### src/rtl/oflow_iou_match_sched.sv
// oflow_iou_match_sched: feeds (frame-k, history) bbox pairs into calc_iou one per cycle,
// tracks the best returned iou and reports index/score/threshold hit with a done pulse.
module oflow_iou_match_sched #(
  parameter int          HIST_DEPTH = 8,
  parameter int          IOU_LAT    = 1,
  parameter logic [21:0] IOU_THRESH = 22'd0,
  localparam int         IDX_W      = $clog2(HIST_DEPTH)
) (
  input  logic             clk,
  input  logic             reset_N,
  input  logic             hist_wr_en,
  input  logic [IDX_W-1:0] hist_wr_addr,
  input  logic [43:0]      hist_wr_data,
  input  logic             hist_clear,
  output logic             hist_wr_err,
  input  logic             req_valid,
  output logic             req_ready,
  input  logic [43:0]      req_bbox,
  output logic [43:0]      bbox_position_frame_k,
  output logic [43:0]      bbox_position_frame_history,
  output logic [10:0]      bbox_w_frame_k,
  output logic [10:0]      bbox_h_frame_k,
  output logic [10:0]      bbox_w_frame_history,
  output logic [10:0]      bbox_h_frame_history,
  input  logic [21:0]      iou_in,
  output logic             done,
  output logic [21:0]      best_iou,
  output logic [IDX_W-1:0] best_idx,
  output logic             match_found
);

  localparam int CNT_W = (IOU_LAT > 1) ? $clog2(IOU_LAT + 1) : 1;

  typedef enum logic [1:0] {S_IDLE, S_ISSUE, S_DRAIN, S_DONE} state_t;

  state_t                      r_state, w_state_nxt;
  logic [IDX_W-1:0]            r_idx;
  logic [CNT_W-1:0]            r_drain_cnt;
  logic [43:0]                 r_hist [HIST_DEPTH];
  logic [HIST_DEPTH-1:0]       r_hval;
  logic [43:0]                 r_kbox;
  // Tag pipe: stage 0 travels with the registered bus, stage IOU_LAT lines up with iou_in.
  logic [IOU_LAT:0]            r_vld_pipe;
  logic [IOU_LAT:0][IDX_W-1:0] r_idx_pipe;
  logic [21:0]                 r_run_iou;
  logic [IDX_W-1:0]            r_run_idx;
  logic                        r_seen;

  logic             w_accept, w_last, w_idle, w_take, w_seen_nxt;
  logic [21:0]      w_best_iou;
  logic [IDX_W-1:0] w_best_idx;

  // Width/height with negative extents clamped to zero instead of wrapping.
  function automatic logic [10:0] dim(input logic [10:0] tl, input logic [10:0] br);
    return (br >= tl) ? (br - tl) : 11'd0;
  endfunction

  assign w_idle    = (r_state == S_IDLE);
  assign req_ready = w_idle;
  assign w_accept  = w_idle && req_valid;
  assign w_last    = (r_idx == IDX_W'(HIST_DEPTH - 1));

  // Next-state logic.
  always_comb begin
    w_state_nxt = r_state;
    case (r_state)
      S_IDLE:  if (req_valid) w_state_nxt = S_ISSUE;
      S_ISSUE: if (w_last) w_state_nxt = (IOU_LAT == 0) ? S_DONE : S_DRAIN;
      S_DRAIN: if (r_drain_cnt == CNT_W'(IOU_LAT - 1)) w_state_nxt = S_DONE;
      S_DONE:  w_state_nxt = S_IDLE;
      default: w_state_nxt = S_IDLE;
    endcase
  end

  // State register, issue index and drain counter.
  always_ff @(posedge clk or negedge reset_N) begin
    if (!reset_N) begin
      r_state     <= S_IDLE;
      r_idx       <= '0;
      r_drain_cnt <= '0;
    end else begin
      r_state <= w_state_nxt;
      if (w_accept) r_idx <= '0;
      else if (r_state == S_ISSUE) r_idx <= r_idx + IDX_W'(1);
      if (r_state == S_DRAIN) r_drain_cnt <= r_drain_cnt + CNT_W'(1);
      else r_drain_cnt <= '0;
    end
  end

  // History valid bits: clear applies before write, so a same-cycle write survives.
  always_ff @(posedge clk or negedge reset_N) begin
    if (!reset_N) begin
      r_hval      <= '0;
      hist_wr_err <= 1'b0;
    end else begin
      hist_wr_err <= (hist_wr_en || hist_clear) && !w_idle;
      if (w_idle) begin
        if (hist_clear) r_hval <= '0;
        if (hist_wr_en) r_hval[hist_wr_addr] <= 1'b1;
      end
    end
  end

  // History payload needs no reset; the valid bits gate its use.
  always_ff @(posedge clk) begin
    if (w_idle && hist_wr_en) r_hist[hist_wr_addr] <= hist_wr_data;
  end

  // Registered calc_iou bus plus the tag pipe; the bus holds its last pair outside ISSUE.
  always_ff @(posedge clk or negedge reset_N) begin
    if (!reset_N) begin
      r_kbox                      <= '0;
      bbox_position_frame_k       <= '0;
      bbox_position_frame_history <= '0;
      bbox_w_frame_k              <= '0;
      bbox_h_frame_k              <= '0;
      bbox_w_frame_history        <= '0;
      bbox_h_frame_history        <= '0;
      r_vld_pipe                  <= '0;
      r_idx_pipe                  <= '0;
    end else begin
      if (w_accept) r_kbox <= req_bbox;
      if (r_state == S_ISSUE) begin
        bbox_position_frame_k       <= r_kbox;
        bbox_position_frame_history <= r_hist[r_idx];
        bbox_w_frame_k              <= dim(r_kbox[43:33], r_kbox[21:11]);
        bbox_h_frame_k              <= dim(r_kbox[32:22], r_kbox[10:0]);
        bbox_w_frame_history        <= dim(r_hist[r_idx][43:33], r_hist[r_idx][21:11]);
        bbox_h_frame_history        <= dim(r_hist[r_idx][32:22], r_hist[r_idx][10:0]);
      end
      r_vld_pipe[0] <= (r_state == S_ISSUE) && r_hval[r_idx];
      r_idx_pipe[0] <= r_idx;
      for (int i = 1; i <= IOU_LAT; i++) begin
        r_vld_pipe[i] <= r_vld_pipe[i-1];
        r_idx_pipe[i] <= r_idx_pipe[i-1];
      end
    end
  end

  // Best-match select: strictly greater wins, so ties keep the earlier (lower) index.
  always_comb begin
    w_take     = r_vld_pipe[IOU_LAT] && (!r_seen || (iou_in > r_run_iou));
    w_best_iou = w_take ? iou_in : r_run_iou;
    w_best_idx = w_take ? r_idx_pipe[IOU_LAT] : r_run_idx;
    w_seen_nxt = r_seen || r_vld_pipe[IOU_LAT];
  end

  // Running best and result registers; DONE folds in the final in-flight result.
  always_ff @(posedge clk or negedge reset_N) begin
    if (!reset_N) begin
      r_run_iou   <= '0;
      r_run_idx   <= '0;
      r_seen      <= 1'b0;
      done        <= 1'b0;
      best_iou    <= '0;
      best_idx    <= '0;
      match_found <= 1'b0;
    end else begin
      done <= (r_state == S_DONE);
      if (w_accept) begin
        r_run_iou <= '0;
        r_run_idx <= '0;
        r_seen    <= 1'b0;
      end else begin
        r_run_iou <= w_best_iou;
        r_run_idx <= w_best_idx;
        r_seen    <= w_seen_nxt;
      end
      if (r_state == S_DONE) begin
        best_iou    <= w_best_iou;
        best_idx    <= w_best_idx;
        match_found <= w_seen_nxt && (w_best_iou >= IOU_THRESH);
      end
    end
  end

endmodule

### config.mk
export PLATFORM = sky130hd
export DESIGN_NAME = oflow_iou_match_sched
export DESIGN_NICKNAME = d
export VERILOG_FILES = /design/src/rtl/oflow_iou_match_sched.sv
export SDC_FILE = /design/constraint.sdc
export NUM_CORES = 1
export LEC_CHECK = 0
export ABC_CLOCK_PERIOD_IN_PS = 10650
export CAP_MARGIN = 20
export CELL_PAD_IN_SITES_DETAIL_PLACEMENT = 0
export CELL_PAD_IN_SITES_GLOBAL_PLACEMENT = 1
export CORE_ASPECT_RATIO = 1.2
export CORE_UTILIZATION = 45
export CTS_BUF_LIST = sky130_fd_sc_hd__clkbuf_8 sky130_fd_sc_hd__clkbuf_16
export CTS_CLUSTER_SIZE = 30
export DETAILED_ROUTE_END_ITERATION = 12
export PLACE_DENSITY = 0.86
export SYNTH_ARGS = -nofsm -noshare
export SYNTH_HDL_FRONTEND = slang
export SYNTH_SLANG_ARGS = --single-unit
### constraint.sdc
create_clock -name clk -period 10.65 [get_ports clk]
set_input_delay 1.5975 -clock clk [delete_from_list [all_inputs] [get_ports clk]]
set_output_delay 1.5975 -clock clk [all_outputs]
set_load 0.02 [all_outputs]
==> out/summary.md <==
For the die footprint, the log shows 0.0571 mm2. Measured along the x axis, the die boundary spans 218 um. The tools report the endpoint class of the critical path as a register. The y dimension of the die came out at 262 um. The violation count after the first detailed-route iteration came out at 1262. For the worst setup path, the data required time is 11120 ps. In this run the core area contains 94 standard-cell rows. After synthesis, flip-flops and latches occupy 66.7% of the total area.

Entering global routing, the biggest net connects 119 pins. Summed over all layers, the routed wires come to 59400 um. Most used flip-flop cell after synthesis: sky130_fd_sc_hd__edfxtp_1.

Buffers inserted to repair hold after CTS numbered 0. After routing, the total negative slack on setup checks comes to 0 ps. Dividing total power by cell area gives a power density of 310 mW/mm2. The run gives 0.0288 mm2 as the placement-stage cell area. After detailed routing, the number of remaining DRC violations is 0.

In this run, flip-flops and latches consume 34.8% of the power. The run gives 3.48 mW as the net switching component of the power. In this run the critical register-to-register path is launched from r_idx[0].

The cell class contributing the biggest share of worst-path delay was compound AO/OA/AOI/OAI gates. The logs give 0 for the quantity of gates resized following cts and 0 for the count of buffers added by post-CTS timing repair for setup. The synthesized netlist contains 51 unique library cells. The critical path goes through buf_4 > buf_16 > mux4_2 > mux2i_1 > ha_1 > o21a_1 > o21ai_1 > a31oi_1 > o31ai_4 > o22ai_1.

The run gives 38400 um as the detailed placer's ending HPWL. The tools report the capturing element of the worst setup path as bbox_w_frame_history[0]. Global-route congestion overflow total: 0.

The first global-routing pass estimated 90600 um of wire. The logs give 11.4 nW for the leakage power and 29.2% for the relative slew slack. Across the routed clock network, the largest skew measured is 30.0 ps.

Clock latency on the worst-skew pair: 640 ps. The worst setup path is launched from a register. Yosys mapped a number of flops with a built-in enable equal to 352. The share of cells above drive strength 1 works out to 17.6%. The critical path's largest stage delay was 990 ps; the minimum setup slack among reg-to-reg paths was 5950 ps. The count of endpoints failing setup in the final report is 0.

After synthesis, the share of flip-flops with an asynchronous set or reset is 41.7%. The slowest stage of the critical path belongs to the cell sky130_fd_sc_hd__dfrtp_4. Counting I/O delays and the setup requirement, the final critical path takes 4700 ps. The tools report the end of the worst register-to-register path as bbox_w_frame_history[0].

The worst register-to-register path has a depth of 10. Number of violations of the max-capacitance limit: 0. In the finished design, the share of the clock period the worst path needs comes to 44.1%. In this run, the clock network consumes 21.1% of the power.

The overall track demand over capacity in global routing is 21.0%. Number of clock sinks: 604. The area of all placed cells without fillers was 0.0307 mm2; the weighted congestion at the end of routability-driven global placement was 0.867. The class of the tightest hold or removal check is register to register. Counting the buffers created by CTS gives 57. The first TritonRoute pass finished after 5 iterations. The synthesis-to-finish area growth is 21.4%, and the critical path arrival is 5170 ps. The start-to-end type of the worst setup path is register to register. The tools report the count of non-filler cells in the finished layout as 2665. Along the worst path, the maximum fanout reaches 45. The tools report the root cell of the clock tree as sky130_fd_sc_hd__clkbuf_16.

The Yosys step of the flow raised 0 warnings. The most critical setup path has its startpoint at r_idx[0]. The logs give 6.04 mW for the design internal power and 0.000194 V for the maximum ir drop on the vdd rail.

Dividing the synthesized area by the synthesized cell count gives 15.8 um2. The fraction of power consumed by combinational cells is 44.1%. The clock tree synthesis step divided the H-tree into 2 levels.

The via count of the first global-routing pass was 15204; the power after layout was 9.51 mW. The ratio of routed vias to standard cells was 5.53. At the pin with the least slew margin, the transition time is 1060 ps. For the post-layout net count, the log shows 2086.

Count of pins over their slew limit: 0. The per-cell routed wire length was 22.3 um. The run gives 0.0552 mm2 as the area of the core region. After clock tree synthesis, the clock-pin slew on the worst setup and hold paths is 70 ps.

The number of antenna violations at the first check in global routing is 9, and the count of cell instances traversed by the critical path is 10. The layout has 4355 filler cells. Setup repair after global routing left no endpoint under its margin. During I/O placement, the number of pins put on the boundary was 279. TritonCTS built the clock tree.

Synthesis produced 1605 cells. The flow ran to the end, and the final reports show no timing, DRC or antenna violations. The synthesized design contains 604 register bits. Timing would allow up to 0.213 GHz. The routed layout has 14733 vias. Buffering stage count on the worst path with inverters included: 2. The number of nets with antenna violations after routing is 0, and the cell count of the worst hold path is 0.

The net switching fraction of the power was 36.6%. For this configuration, the core starts out at a cell density of 45.8%. The net count after synthesis is 1799. The longest clock path from root to sink contains 3 buffers. In this run the cell area of the synthesized design comes to 0.0253 mm2. The tools report the final count of hold timing violations as 0. In this run, placement finished with an instance count of 2552. During placement, the flow inserted port buffers numbering 278.
-- worst min-delay path by stage --
stage / start / endpoint / slack (ps)
after CTS: r_idx_pipe[2] / r_idx_pipe[5] / 340
after global routing: r_idx_pipe[2] / r_idx_pipe[5] / 350
final: r_idx_pipe[2] / r_idx_pipe[5] / 340
after floorplan: r_idx_pipe[0] / r_idx_pipe[3] / 330
after global placement: r_idx_pipe[2] / r_idx_pipe[5] / 330
after detailed placement: r_idx_pipe[2] / r_idx_pipe[5] / 330
-- routing by layer --
layer	share of wire (%)	track usage [%]	wire [um]
met2	49	34.5	29100
met3	6.6	4.41	3940
met1	41	27.4	24200
met5	0.086	0	51
met4	3.5	8.26	2080
-- Yosys cell counts (33+ instances only) --
library cell               count  share of area (%)
sky130_fd_sc_hd__a21oi_1      69                1.4
sky130_fd_sc_hd__a31oi_1      33               0.82
sky130_fd_sc_hd__clkbuf_1     33               0.49
sky130_fd_sc_hd__dfrtp_1     252                 25
sky130_fd_sc_hd__edfxtp_1    352                 42
sky130_fd_sc_hd__ha_1         72                3.6
sky130_fd_sc_hd__inv_1       101                1.5
sky130_fd_sc_hd__mux2_2       77                3.4
sky130_fd_sc_hd__mux2_4       33                2.0
sky130_fd_sc_hd__mux4_2       88                7.8
sky130_fd_sc_hd__nand2_1      51               0.76
sky130_fd_sc_hd__nor2_1       91                1.4
sky130_fd_sc_hd__o21ai_0      51                1.0
sky130_fd_sc_hd__o22ai_1      40               0.99
-- power by group through the flow --
stage                     sequential, mW  clock [mW]  combinational, mW
final                               3.31        2.01               4.19
after global routing                3.37        2.13               4.56
after CTS                           3.32        2.05               4.21
after detailed placement            3.36           0               4.19
after global placement              3.34           0               4.12
after floorplan                     3.53           0               2.62
-- area by class of cell --
class / count / area (um2) / area share, %
diodes: 6 / 15.0 / 0.0489
flip-flops and latches: 604 / 16900 / 55.0
clock buffers: 63 / 1510 / 4.91
repair buffers: 298 / 2960 / 9.63
multi-input cells: 830 / 7700 / 25.1
well taps: 720 / 901 / 2.93
inverters: 101 / 379 / 1.23
clock inverters: 43 / 362 / 1.18
-- registers in the layout (all words and copies together) (netlist names), 3 cells and up --
register / cells
bbox_h_frame_history: 11
bbox_h_frame_k: 11
bbox_position_frame_history: 44
bbox_position_frame_k: 44
bbox_w_frame_history: 11
bbox_w_frame_k: 11
best_idx: 3
best_iou: 22
r_hist: 352
r_hval: 8
r_idx: 3
r_idx_pipe: 6
r_kbox: 44
r_run_idx: 3
r_run_iou: 22
-- per-stage QoR --
step                hold WS, ps  setup slack [ps]  utilization, %
global route                354              5580            55.7
floorplan                   331              5270               -
detailed placement          335              5620            52.2
CTS                         344              5600            55.6
global placement            332              5760            52.2
finish                      342              5950            55.7
-- cell usage in the layout, fill, tap and decap left out, types with 6 or more instances in the layout --
| cell type | instances |
|---|---|
| sky130_fd_sc_hd__clkdlybuf4s50_1 | 277 |
| sky130_fd_sc_hd__nor2_4 | 6 |
| sky130_fd_sc_hd__edfxtp_1 | 352 |
| sky130_fd_sc_hd__clkbuf_8 | 6 |
| sky130_fd_sc_hd__clkinv_2 | 9 |
| sky130_fd_sc_hd__nand2b_1 | 9 |
| sky130_fd_sc_hd__o21ai_0 | 51 |
| sky130_fd_sc_hd__mux2_2 | 77 |
| sky130_fd_sc_hd__nand2_1 | 51 |
| sky130_fd_sc_hd__a21o_1 | 18 |
| sky130_fd_sc_hd__o21a_1 | 12 |
| sky130_fd_sc_hd__buf_4 | 19 |
| sky130_fd_sc_hd__o22ai_1 | 40 |
| sky130_fd_sc_hd__mux2_4 | 33 |
| sky130_fd_sc_hd__xnor2_1 | 9 |
| sky130_fd_sc_hd__nor2_1 | 85 |
| sky130_fd_sc_hd__clkbuf_16 | 57 |
| sky130_fd_sc_hd__mux4_2 | 88 |
| sky130_fd_sc_hd__a31oi_1 | 33 |
| sky130_fd_sc_hd__a21oi_1 | 69 |
| sky130_fd_sc_hd__nand3_1 | 32 |
| sky130_fd_sc_hd__xor2_1 | 20 |
| sky130_fd_sc_hd__nor2b_1 | 7 |
| sky130_fd_sc_hd__o21ai_2 | 19 |
| sky130_fd_sc_hd__mux2i_1 | 25 |
| sky130_fd_sc_hd__dfrtp_1 | 249 |
| sky130_fd_sc_hd__diode_2 | 6 |
| sky130_fd_sc_hd__ha_1 | 70 |
| sky130_fd_sc_hd__nand4_1 | 14 |
| sky130_fd_sc_hd__inv_1 | 114 |
| sky130_fd_sc_hd__clkinv_1 | 7 |
-- worst reg2reg max path, cell delays in order (launching register included) --
cell and delay (ps):
sky130_fd_sc_hd__dfrtp_4 990, sky130_fd_sc_hd__buf_4 390, sky130_fd_sc_hd__buf_16 340, sky130_fd_sc_hd__mux4_2 560, sky130_fd_sc_hd__mux2i_1 500, sky130_fd_sc_hd__ha_1 400
sky130_fd_sc_hd__o21a_1 160, sky130_fd_sc_hd__o21ai_1 280, sky130_fd_sc_hd__a31oi_1 260, sky130_fd_sc_hd__o31ai_4 500, sky130_fd_sc_hd__o22ai_1 170
-- cells by family after synthesis --
logic type	synth area share (%)
and+or+nand+nor	3.97
xor gates and xnor gates	1.00
adders and majority gates	3.88
AOI/OAI and AO/OA	6.88
DFF	66.7
muxes	14.4
buffers and inverters	3.10
Power figures use the tool's default switching activity.
